### src/rtl/mips_mc_pkg.sv
// mips_mc_pkg: shared states, opcode/funct constants, control encodings and control word for the multicycle MIPS controller
package mips_mc_pkg;

    typedef enum logic [3:0] {
        RST, FETCH, DECODE, MEM_ADDR, MEM_RD, MEM_WB, MEM_WR, EXEC_R,
        R_WB, BRANCH, EXEC_I, I_WB, JUMP, JAL, JR, HALT
    } state_t;

    localparam logic [5:0] OP_RTYPE = 6'd0;
    localparam logic [5:0] OP_J     = 6'd2;
    localparam logic [5:0] OP_JAL   = 6'd3;
    localparam logic [5:0] OP_BEQ   = 6'd4;
    localparam logic [5:0] OP_ADDI  = 6'd8;
    localparam logic [5:0] OP_ORI   = 6'd13;
    localparam logic [5:0] OP_LW    = 6'd35;
    localparam logic [5:0] OP_SW    = 6'd43;
    localparam logic [5:0] FN_SLL   = 6'd0;
    localparam logic [5:0] FN_JR    = 6'd8;

    localparam logic [2:0] ALU_ADD   = 3'd0;
    localparam logic [2:0] ALU_SUB   = 3'd1;
    localparam logic [2:0] ALU_FUNCT = 3'd2;
    localparam logic [2:0] ALU_OR    = 3'd3;
    localparam logic [2:0] ALU_SLL   = 3'd4;

    localparam logic [1:0] PC_ALU    = 2'd0;
    localparam logic [1:0] PC_ALUOUT = 2'd1;
    localparam logic [1:0] PC_JUMP   = 2'd2;
    localparam logic [1:0] PC_REG    = 2'd3;

    localparam logic [1:0] RD_RT = 2'd0;
    localparam logic [1:0] RD_RD = 2'd1;
    localparam logic [1:0] RD_RA = 2'd2;

    localparam logic [1:0] WD_ALU = 2'd0;
    localparam logic [1:0] WD_MDR = 2'd1;
    localparam logic [1:0] WD_PC  = 2'd2;

    localparam logic [1:0] SRCB_B     = 2'd0;
    localparam logic [1:0] SRCB_FOUR  = 2'd1;
    localparam logic [1:0] SRCB_IMM   = 2'd2;
    localparam logic [1:0] SRCB_IMMSH = 2'd3;

    typedef struct packed {
        logic       pc_write;
        logic       pc_write_cond;
        logic       i_or_d;
        logic       mem_read;
        logic       mem_write;
        logic       ir_write;
        logic [1:0] reg_dst;
        logic [1:0] mem_to_reg;
        logic       reg_write;
        logic       alu_src_a;
        logic [1:0] alu_src_b;
        logic [2:0] alu_op;
        logic [1:0] pc_source;
        logic       instr_done;
        logic       halted;
    } ctrl_t;

    // Dispatch out of DECODE; anything unrecognised parks the machine in HALT.
    function automatic state_t decode_next(logic [5:0] op, logic [5:0] fn);
        return (op == OP_RTYPE)              ? ((fn == FN_JR) ? JR : EXEC_R) :
               (op == OP_LW || op == OP_SW)  ? MEM_ADDR :
               (op == OP_BEQ)                ? BRANCH :
               (op == OP_ADDI || op == OP_ORI) ? EXEC_I :
               (op == OP_J)                  ? JUMP :
               (op == OP_JAL)                ? JAL : HALT;
    endfunction

endpackage

### src/rtl/mips_multicycle_control_decode.sv
// mc_output_decode: Moore decode of controller state into the datapath control word
//   state_i     current FSM state
//   funct_i     IR[5:0], selects sll vs funct-driven ALU op in EXEC_R
//   alu_lat_i   I-type ALU op captured in DECODE
//   mem_ready_i memory handshake, gates FETCH strobes and sw completion
//   ctrl_o      full control word
module mc_output_decode
    import mips_mc_pkg::*;
(
    input  state_t     state_i,
    input  logic [5:0] funct_i,
    input  logic [2:0] alu_lat_i,
    input  logic       mem_ready_i,
    output ctrl_t      ctrl_o
);
    always_comb begin
        ctrl_o = '0;
        case (state_i)
            FETCH: begin
                ctrl_o.mem_read  = 1'b1;
                ctrl_o.ir_write  = mem_ready_i;
                ctrl_o.pc_write  = mem_ready_i;
                ctrl_o.alu_src_b = SRCB_FOUR;
            end
            DECODE: ctrl_o.alu_src_b = SRCB_IMMSH;
            EXEC_R: begin
                ctrl_o.alu_src_a = 1'b1;
                ctrl_o.alu_op    = (funct_i == FN_SLL) ? ALU_SLL : ALU_FUNCT;
            end
            R_WB: begin
                ctrl_o.reg_dst    = RD_RD;
                ctrl_o.reg_write  = 1'b1;
                ctrl_o.instr_done = 1'b1;
            end
            MEM_ADDR: begin
                ctrl_o.alu_src_a = 1'b1;
                ctrl_o.alu_src_b = SRCB_IMM;
            end
            MEM_RD: begin
                ctrl_o.i_or_d   = 1'b1;
                ctrl_o.mem_read = 1'b1;
            end
            MEM_WB: begin
                ctrl_o.mem_to_reg = WD_MDR;
                ctrl_o.reg_write  = 1'b1;
                ctrl_o.instr_done = 1'b1;
            end
            MEM_WR: begin
                ctrl_o.i_or_d     = 1'b1;
                ctrl_o.mem_write  = 1'b1;
                ctrl_o.instr_done = mem_ready_i;
            end
            BRANCH: begin
                ctrl_o.alu_src_a     = 1'b1;
                ctrl_o.alu_op        = ALU_SUB;
                ctrl_o.pc_source     = PC_ALUOUT;
                ctrl_o.pc_write_cond = 1'b1;
                ctrl_o.instr_done    = 1'b1;
            end
            EXEC_I: begin
                ctrl_o.alu_src_a = 1'b1;
                ctrl_o.alu_src_b = SRCB_IMM;
                ctrl_o.alu_op    = alu_lat_i;
            end
            I_WB: begin
                ctrl_o.reg_write  = 1'b1;
                ctrl_o.instr_done = 1'b1;
            end
            JUMP: begin
                ctrl_o.pc_source  = PC_JUMP;
                ctrl_o.pc_write   = 1'b1;
                ctrl_o.instr_done = 1'b1;
            end
            JAL: begin
                ctrl_o.pc_source  = PC_JUMP;
                ctrl_o.pc_write   = 1'b1;
                ctrl_o.reg_dst    = RD_RA;
                ctrl_o.mem_to_reg = WD_PC;
                ctrl_o.reg_write  = 1'b1;
                ctrl_o.instr_done = 1'b1;
            end
            JR: begin
                ctrl_o.pc_source  = PC_REG;
                ctrl_o.pc_write   = 1'b1;
                ctrl_o.instr_done = 1'b1;
            end
            HALT: ctrl_o.halted = 1'b1;
            default: ctrl_o = '0;
        endcase
    end
endmodule

### src/rtl/mips_multicycle_control.sv
// mips_multicycle_control: Moore FSM sequencing a multicycle MIPS datapath with memory wait states
//   clk, reset        rising-edge clock, async active-high reset
//   opcode, funct     IR fields (opcode valid from DECODE onward)
//   zero              ALU zero flag (consumed by the datapath via pc_write_cond)
//   mem_ready         unified memory handshake
//   pc_write .. halted datapath strobes and mux selects
//   dbg_state         current state
module mips_multicycle_control
    import mips_mc_pkg::*;
#(
    parameter int OPW    = 6,
    parameter int STATEW = 4
) (
    input  logic              clk,
    input  logic              reset,
    input  logic [OPW-1:0]    opcode,
    input  logic [OPW-1:0]    funct,
    input  logic              zero,
    input  logic              mem_ready,
    output logic              pc_write,
    output logic              pc_write_cond,
    output logic              i_or_d,
    output logic              mem_read,
    output logic              mem_write,
    output logic              ir_write,
    output logic [1:0]        reg_dst,
    output logic [1:0]        mem_to_reg,
    output logic              reg_write,
    output logic              alu_src_a,
    output logic [1:0]        alu_src_b,
    output logic [2:0]        alu_op,
    output logic [1:0]        pc_source,
    output logic              instr_done,
    output logic              halted,
    output logic [STATEW-1:0] dbg_state
);
    state_t     state_q, state_d;
    logic [2:0] alu_i_q, alu_i_d;
    ctrl_t      ctrl;
    logic       zero_unused;

    // zero only qualifies pc_write_cond inside the datapath.
    assign zero_unused = zero;

    always_ff @(posedge clk or posedge reset) begin
        if (reset) begin
            state_q <= RST;
            alu_i_q <= ALU_ADD;
        end else begin
            state_q <= state_d;
            alu_i_q <= alu_i_d;
        end
    end

    // The opcode may be stale by EXEC_I, so its ALU op is captured while IR is known good.
    assign alu_i_d = (state_q == DECODE) ? ((opcode == OP_ORI) ? ALU_OR : ALU_ADD) : alu_i_q;

    always_comb begin
        state_d = state_q;
        case (state_q)
            RST:      state_d = FETCH;
            FETCH:    state_d = mem_ready ? DECODE : FETCH;
            DECODE:   state_d = decode_next(opcode, funct);
            MEM_ADDR: state_d = (opcode == OP_LW) ? MEM_RD : MEM_WR;
            MEM_RD:   state_d = mem_ready ? MEM_WB : MEM_RD;
            MEM_WR:   state_d = mem_ready ? FETCH : MEM_WR;
            EXEC_R:   state_d = R_WB;
            EXEC_I:   state_d = I_WB;
            HALT:     state_d = HALT;
            default:  state_d = FETCH;
        endcase
    end

    mc_output_decode u_dec (
        .state_i     (state_q),
        .funct_i     (funct),
        .alu_lat_i   (alu_i_q),
        .mem_ready_i (mem_ready),
        .ctrl_o      (ctrl)
    );

    assign pc_write      = ctrl.pc_write;
    assign pc_write_cond = ctrl.pc_write_cond;
    assign i_or_d        = ctrl.i_or_d;
    assign mem_read      = ctrl.mem_read;
    assign mem_write     = ctrl.mem_write;
    assign ir_write      = ctrl.ir_write;
    assign reg_dst       = ctrl.reg_dst;
    assign mem_to_reg    = ctrl.mem_to_reg;
    assign reg_write     = ctrl.reg_write;
    assign alu_src_a     = ctrl.alu_src_a;
    assign alu_src_b     = ctrl.alu_src_b;
    assign alu_op        = ctrl.alu_op;
    assign pc_source     = ctrl.pc_source;
    assign instr_done    = ctrl.instr_done;
    assign halted        = ctrl.halted;
    assign dbg_state     = STATEW'(state_q);
endmodule

### config.mk
export PLATFORM = sky130hd
export DESIGN_NAME = mips_multicycle_control
export DESIGN_NICKNAME = d
export VERILOG_FILES = /design/src/rtl/mips_mc_pkg.sv /design/src/rtl/mips_multicycle_control_decode.sv /design/src/rtl/mips_multicycle_control.sv
export SDC_FILE = /design/constraint.sdc
export NUM_CORES = 1
export LEC_CHECK = 0
export CELL_PAD_IN_SITES_DETAIL_PLACEMENT = 1
export CELL_PAD_IN_SITES_GLOBAL_PLACEMENT = 2
export CORE_MARGIN = 2
export CORE_UTILIZATION = 19
export DETAILED_ROUTE_END_ITERATION = 10
export GPL_TIMING_DRIVEN = 1
export PLACE_DENSITY_LB_ADDON = 0.08
export SYNTH_ARGS = -nofsm -noshare
export SYNTH_HDL_FRONTEND = slang
export SYNTH_SLANG_ARGS = --single-unit
### constraint.sdc
create_clock -name clk -period 1.95 [get_ports clk]
set_clock_uncertainty 0.05 [all_clocks]
set_input_delay 0.2925 -clock clk [delete_from_list [all_inputs] [get_ports clk]]
set_output_delay 0.2925 -clock clk [all_outputs]
set_load 0.02 [all_outputs]
# ---- After elaboration in Yosys (flattened, before gate mapping)
# Index checks and enable logic that the tools add are counted.
dict set report totals {
  word_cells 66
  out_inout_bits 25
  inputBits 16
  reg_bits 7
}
dict set report classes {
  n_eq_ne 23
  n_reduce_logical 12
  mux 29
}
# cell n
set ops {}
lappend ops {{4-bit == test, second input constant} 8}
lappend ops {{4-bit case mux with 8 select lines} 1}
lappend ops {{6-bit by 4-bit == test with 1-bit output, second input constant} 3}
lappend ops {{4-bit by 3-bit == test with 1-bit output, second input constant} 4}
lappend ops {{6-bit by 2-bit == test with 1-bit output, second input constant} 2}
lappend ops {{6-bit == test, second input constant} 2}
lappend ops {{6-bit zero test} 2}
lappend ops {{3-bit two-way mux} 4}
lappend ops {{4-bit two-way mux} 3}
lappend ops {{2-bit case mux with 3 select lines} 2}
lappend ops {{2-bit two-way mux} 5}
lappend ops {{1-bit two-way mux} 9}
lappend ops {{3-bit case mux with 3 select lines} 1}
lappend ops {{4-bit by 2-bit == test with 1-bit output, second input constant} 2}
lappend ops {{2-bit case mux with 2 select lines} 2}
lappend ops {{2-bit OR reduction} 4}
lappend ops {{4-bit OR reduction} 2}
lappend ops {{7-bit OR reduction} 1}
lappend ops {{6-bit by 3-bit == test with 1-bit output, second input constant} 1}
lappend ops {{4-bit by 1-bit == test with 1-bit output, second input constant} 1}
lappend ops {{1-bit case mux with 2 select lines} 2}
lappend ops {{3-bit OR reduction} 1}
lappend ops {{1-bit logical OR} 2}

# ---- Logic depth before layout (Yosys ltp)
dict set report logic_depth {
  ltp_word 8
  ltp_mapped 5
}

# ---- Cells and area by module
# From an unflattened synthesis, not the netlist that was laid out.
dict set report hier_totals {
  hier_cells 108
  hier_area_um2 797.0
}
# mod cells_each instances area_each_um2
set modules_own_cells {}
lappend modules_own_cells {mips_multicycle_control 58 1 471.7}
lappend modules_own_cells {mc_output_decode 50 1 325.3}

# ---- Worst setup path after synthesis
# No wires, ideal clock.
dict set report synth_path {
  kind {reg2out}
  start {register state_q[0], in the netlist dbg_state[0]}
  end {output port alu_op[2]}
  n_path_buf 2
  setup_slack_ns -0.059
  t_arrival_ns 1.667
  required_time_ns 1.607
  path_stages_with_launch 5
  cell_sequence {dfrtp_1 -> clkbuf_1 -> clkbuf_1 -> nand2_1 -> nor3_1}
}
dict set report synth_between {
  elab_chain_len 2
  word_cells_on_any_way 4
  classes_between {eq/ne: 3; mux: 1}
}
# element line_no
set synth_lines {}
lappend synth_lines {{start, declared} mips_multicycle_control.sv:37} ;# state_t state_q, state_d;
lappend synth_lines {{start signal, assigned} mips_multicycle_control.sv:50} ;# state_q <= state_d;
lappend synth_lines {{4-bit == test or 4-bit by 3-bit == test with 1-bit output (tied branches)} mips_multicycle_control_decode.sv:18} ;# case (state_i)
lappend synth_lines {{3-bit case mux with 3 select lines (*)} mips_multicycle_control_decode.sv:18}
lappend synth_lines {{end, declared} mips_multicycle_control.sv:31} ;# output logic [2:0] alu_op,
# Every way passes the cells marked *; elsewhere a longest branch is shown, timed or not.

# ---- Worst setup path after layout
dict set report layout_path {
  start {input port funct[4]}
  end {output port alu_op[1]}
}
dict set report layout_between {
  elab_chain_len 3
}
# element line_no
set layout_lines {}
lappend layout_lines {{start, declared} mips_multicycle_control.sv:17} ;# input logic [OPW-1:0] funct,
lappend layout_lines {{6-bit zero test} mips_multicycle_control_decode.sv:28} ;# ctrl_o.alu_op = (funct_i == FN_SLL) ? ALU_SLL : ALU_FUNCT;
lappend layout_lines {{3-bit two-way mux} mips_multicycle_control_decode.sv:28}
lappend layout_lines {{3-bit case mux with 3 select lines} mips_multicycle_control_decode.sv:18}
# No other way between the ends.

==> tab_implementation.tex <==
\begin{tabular}{lr}
\hline
Metric & Value \\
\hline
\multicolumn{2}{l}{\textbf{GRT}} \\
Overall routing resource usage & 0.140 \\
Number of antenna violations at the first check in global routing & 0 \\
Vias in the first global route & $\sim$1000 \\
Maximum number of pins on one net before global-route repair & 9 \\
Overall overflow remaining after global route & 0 \\
Global-route wire length before repair & 4840 um \\
\multicolumn{2}{l}{\textbf{Die}} \\
Total die area & 4360 um\^{}2 \\
Std-Cell Core Area & between 3000 and 4000 um\^{}2 \\
Vertical die dimension & 66.1 um \\
Count of standard-cell rows & 22 \\
Die width & roughly 66 um \\
Initial core utilization & 0.198 \\
I/O pin count & slightly above 40 \\
\multicolumn{2}{l}{\textbf{Final layout}} \\
Proportion of layout cells with a drive suffix above 1 & 0.376 \\
Net count of the finished layout & 187 \\
Most common cell after layout, fill and taps aside & sky130\_fd\_sc\_hd\_\_buf\_4 \\
Storage cell area & $\sim$130 um\^{}2 \\
Area growth from synthesis to final layout & 88.5\% \\
Antenna diode count & 0 \\
Most used cells in the layout excluding fill and tap cells & sky130\_fd\_sc\_hd\_\_buf\_4 (37), sky130\_fd\_sc\_hd\_\_clkdlybuf4s50\_1 (14), sky130\_fd\_sc\_hd\_\_nor2\_1 (13) \\
Final cell area excluding filler cells & 1380 um\^{}2 \\
Multi-input gate area & 546 um\^{}2 \\
Post-Route Utilization & 0.374 \\
Count of filler cells inserted in the layout & 469 \\
\multicolumn{2}{l}{\textbf{Timing}} \\
Endpoints failing setup & 0 \\
Unrepaired setup endpoints after global routing & true \\
Max frequency & 525 MHz \\
Final Critical Period & between 1.5 and 2 ns \\
Final Slew Violations & 0 \\
Final Hold Viols & 0 \\
Worst Tran Pin Value & 0.307 ns \\
Portion of the clock cycle consumed by the worst path in the final layout & 0.977 \\
Headroom to the max-slew limit & 0.793 \\
\multicolumn{2}{l}{\textbf{Yosys}} \\
Post-Syn Area per Cell & 7.25 um\^{}2 \\
Net Count, Synth & 117 \\
Post-synthesis sequential element count & 5 \\
Netlist Area Pre-Place & roughly 730 um\^{}2 \\
Number of warnings printed during yosys synthesis & 0 \\
Yosys cell types & 39 \\
Number of instances in the synthesized netlist & approximately 100 \\
Share of synthesized area occupied by flip-flops and latches & 0.171 \\
\multicolumn{2}{l}{\textbf{Critical path}} \\
Critical path buffers and inverters & 2 \\
CP peak stage delay & 0.52 ns \\
Max FO, Critical Path & 2 \\
Kind of cell adding the most delay to the critical path & simple AND/OR/NAND/NOR gates \\
Reg2Reg Launch Point & dbg\_state[2] \\
Worst Setup Start Kind & primary input \\
Worst-path cell with the longest stage delay & sky130\_fd\_sc\_hd\_\_or4\_4 \\
Data arrival time of the critical path & 1.56 ns \\
Data required, critical path & around 1.6 ns \\
Endpoint kind of the worst setup timing path & output pin \\
Critical Path, Cell by Cell & buf\_6 > or4\_4 > or3\_4 > nand4b\_1 > a21boi\_1 > buf\_4 \\
Setup Crit Path Kind & primary input to output pin \\
Crit. Startpoint & funct[4] \\
\multicolumn{2}{l}{\textbf{Clocking}} \\
Root buffer selected by CTS & sky130\_fd\_sc\_hd\_\_clkbuf\_8 \\
Number of clock sinks & 5 \\
Total CTS buffers & 3 \\
Insertion delay of the later-clocked pin in the worst-skew pair & around 0.22 ns \\
Clock tree from TritonCTS & done \\
Maximum buffer depth of the clock tree & 2 \\
\# H-tree levels & 1 \\
Reg clk slew, reported paths & $\sim$0.04 ns \\
Number of buffers inserted by hold repair at cts & 0 \\
\multicolumn{2}{l}{\textbf{Placement}} \\
DP Area & between 1000 and 1500 um\^{}2 \\
Placer's final routability congestion estimate & 0.733 \\
Number of port buffers & 39 \\
Dpl hpwl & 2490 um \\
\multicolumn{2}{l}{\textbf{Routing}} \\
Via Count & around 1000 \\
Total wirelength of the detailed-routed design & 2910 um \\
Final routed wire length divided by cell count & 13.4 um \\
Remaining antenna violation count & 0 \\
Vias per cell & 4.63 \\
Starting DRC count in detailed routing & 21 \\
DRT Pass-1 Iters & 4 \\
Residual DRC & 0 \\
\multicolumn{2}{l}{\textbf{Power}} \\
Power Density & 1380 nW/um\^{}2 \\
Maximum vdd ir drop & approximately 360 uV \\
Leak Pwr & 0.637 nW \\
\multicolumn{2}{l}{\textbf{Flow run}} \\
Max-cap violations & 0 \\
\multicolumn{2}{l}{\textbf{Hold path}} \\
Type of the tightest min-delay check & primary input to async pin \\
\multicolumn{2}{l}{\textbf{Status}} \\
Result of the run & completed \\
\hline
\end{tabular}
-- synthesized netlist by cell type (all sizes together) --
library cell | number | area (um^2)
o21ai | 4 | 20.0
and3 | 1 | 6.26
nor4 | 1 | 21.3
nand2 | 9 | 33.8
or3 | 4 | 25.0
nor3 | 5 | 25.0
a21oi | 7 | 35.0
or4b | 1 | 13.8
o21a | 1 | 7.51
clkbuf | 5 | 28.8
a211oi | 3 | 22.5
o32ai | 1 | 8.76
nor2b | 2 | 12.5
o21bai | 1 | 7.51
nand4b | 2 | 17.5
a221oi | 1 | 8.76
or2 | 2 | 12.5
or4 | 1 | 11.3
dfrtp | 5 | 125
nand2b | 7 | 43.8
o22ai | 1 | 6.26
mux2 | 1 | 11.3
o31ai | 2 | 15.0
and2 | 1 | 6.26
nand3 | 3 | 15.0
nor2 | 15 | 63.8
a311o | 1 | 10.0
buf | 5 | 46.3
xnor2 | 2 | 17.5
mux2i | 1 | 10.0
a21boi | 4 | 30.0
a221o | 1 | 10.0
inv | 1 | 3.75
-- power by group --
group / switching, W / internal [W]
registers: 0.0000923 / 0.000160
clock network: 0.0000480 / 0.000140
logic: 0.000745 / 0.000723
total: 0.000886 / 0.00102
-- kinds of logic after synthesis --
logic type	synth area share
buf+inv	0.108
compound gates	0.248
xor+xnor	0.0239
mux	0.0291
flops	0.171
simple gates	0.420
-- path summary, 6_finish.rpt --
| path | cells past startpoint | end | slack, ns |
|---|---|---|---|
| setup / recovery | 6 | alu_op[1] | 0.05 |
| hold / removal | 2 | alu_i_q[0] | 0.24 |
| setup reg to reg | 6 | dbg_state[1] | 0.18 |
| hold reg to reg | 2 | alu_i_q[0] | 0.50 |
| max in group asynchronous | 2 | dbg_state[1] | 1.42 |
| min in group clk | 2 | alu_i_q[0] | 0.50 |
-- what timing repair did --
item | in CTS | in global routing
gates resized for setup | 45 | 18
setup endpoints to repair | 23 | 11
setup buffers | 0 | 0
pin swaps | 4 | 2
-- through the flow --
| step | hold slack, ns | std cells | power [W] | worst slack (ns) | setup TNS [ns] |
|---|---|---|---|---|---|
| 2_1_floorplan | 0.0210 | 101 | 0.00101 | 0.0332 | 0 |
| 3_3_place_gp | 0.451 | 214 | 0.00183 | -0.703 | -2.60 |
| 3_5_place_dp | 0.461 | 214 | 0.00185 | -0.723 | -2.80 |
| 4_1_cts | 0.232 | 218 | 0.00195 | -0.0181 | -0.0181 |
| 5_1_grt | 0.239 | 218 | 0.00208 | -0.000116 | -0.000116 |
| 6_report | 0.236 | 218 | 0.00191 | 0.0455 | 0 |
-- routing by layer --
| layer | share of wire | global-route usage | vias up |
|---|---|---|---|
| met2 | 0.54 | 0.274 | 24 |
| met5 | 0 | 0 | - |
| met3 | 0.033 | 0.00511 | 0 |
| met1 | 0.42 | 0.171 | 483 |
| li1 | - | - | 503 |
| met4 | 0 | 0.0230 | 0 |
-- area by class of cell --
cell class / count / area share
multi-input cells: 85 / 0.395
inverters: 1 / 0.00272
flip-flops and latches: 5 / 0.0943
well taps: 48 / 0.0435
clock buffers: 4 / 0.0326
repair buffers: 75 / 0.432
-- registers in the layout, indices dropped and copies added (netlist names) --
register and cells:
alu_i_q 1, dbg_state 4
No activity file was read; power rests on OpenSTA's default activity.
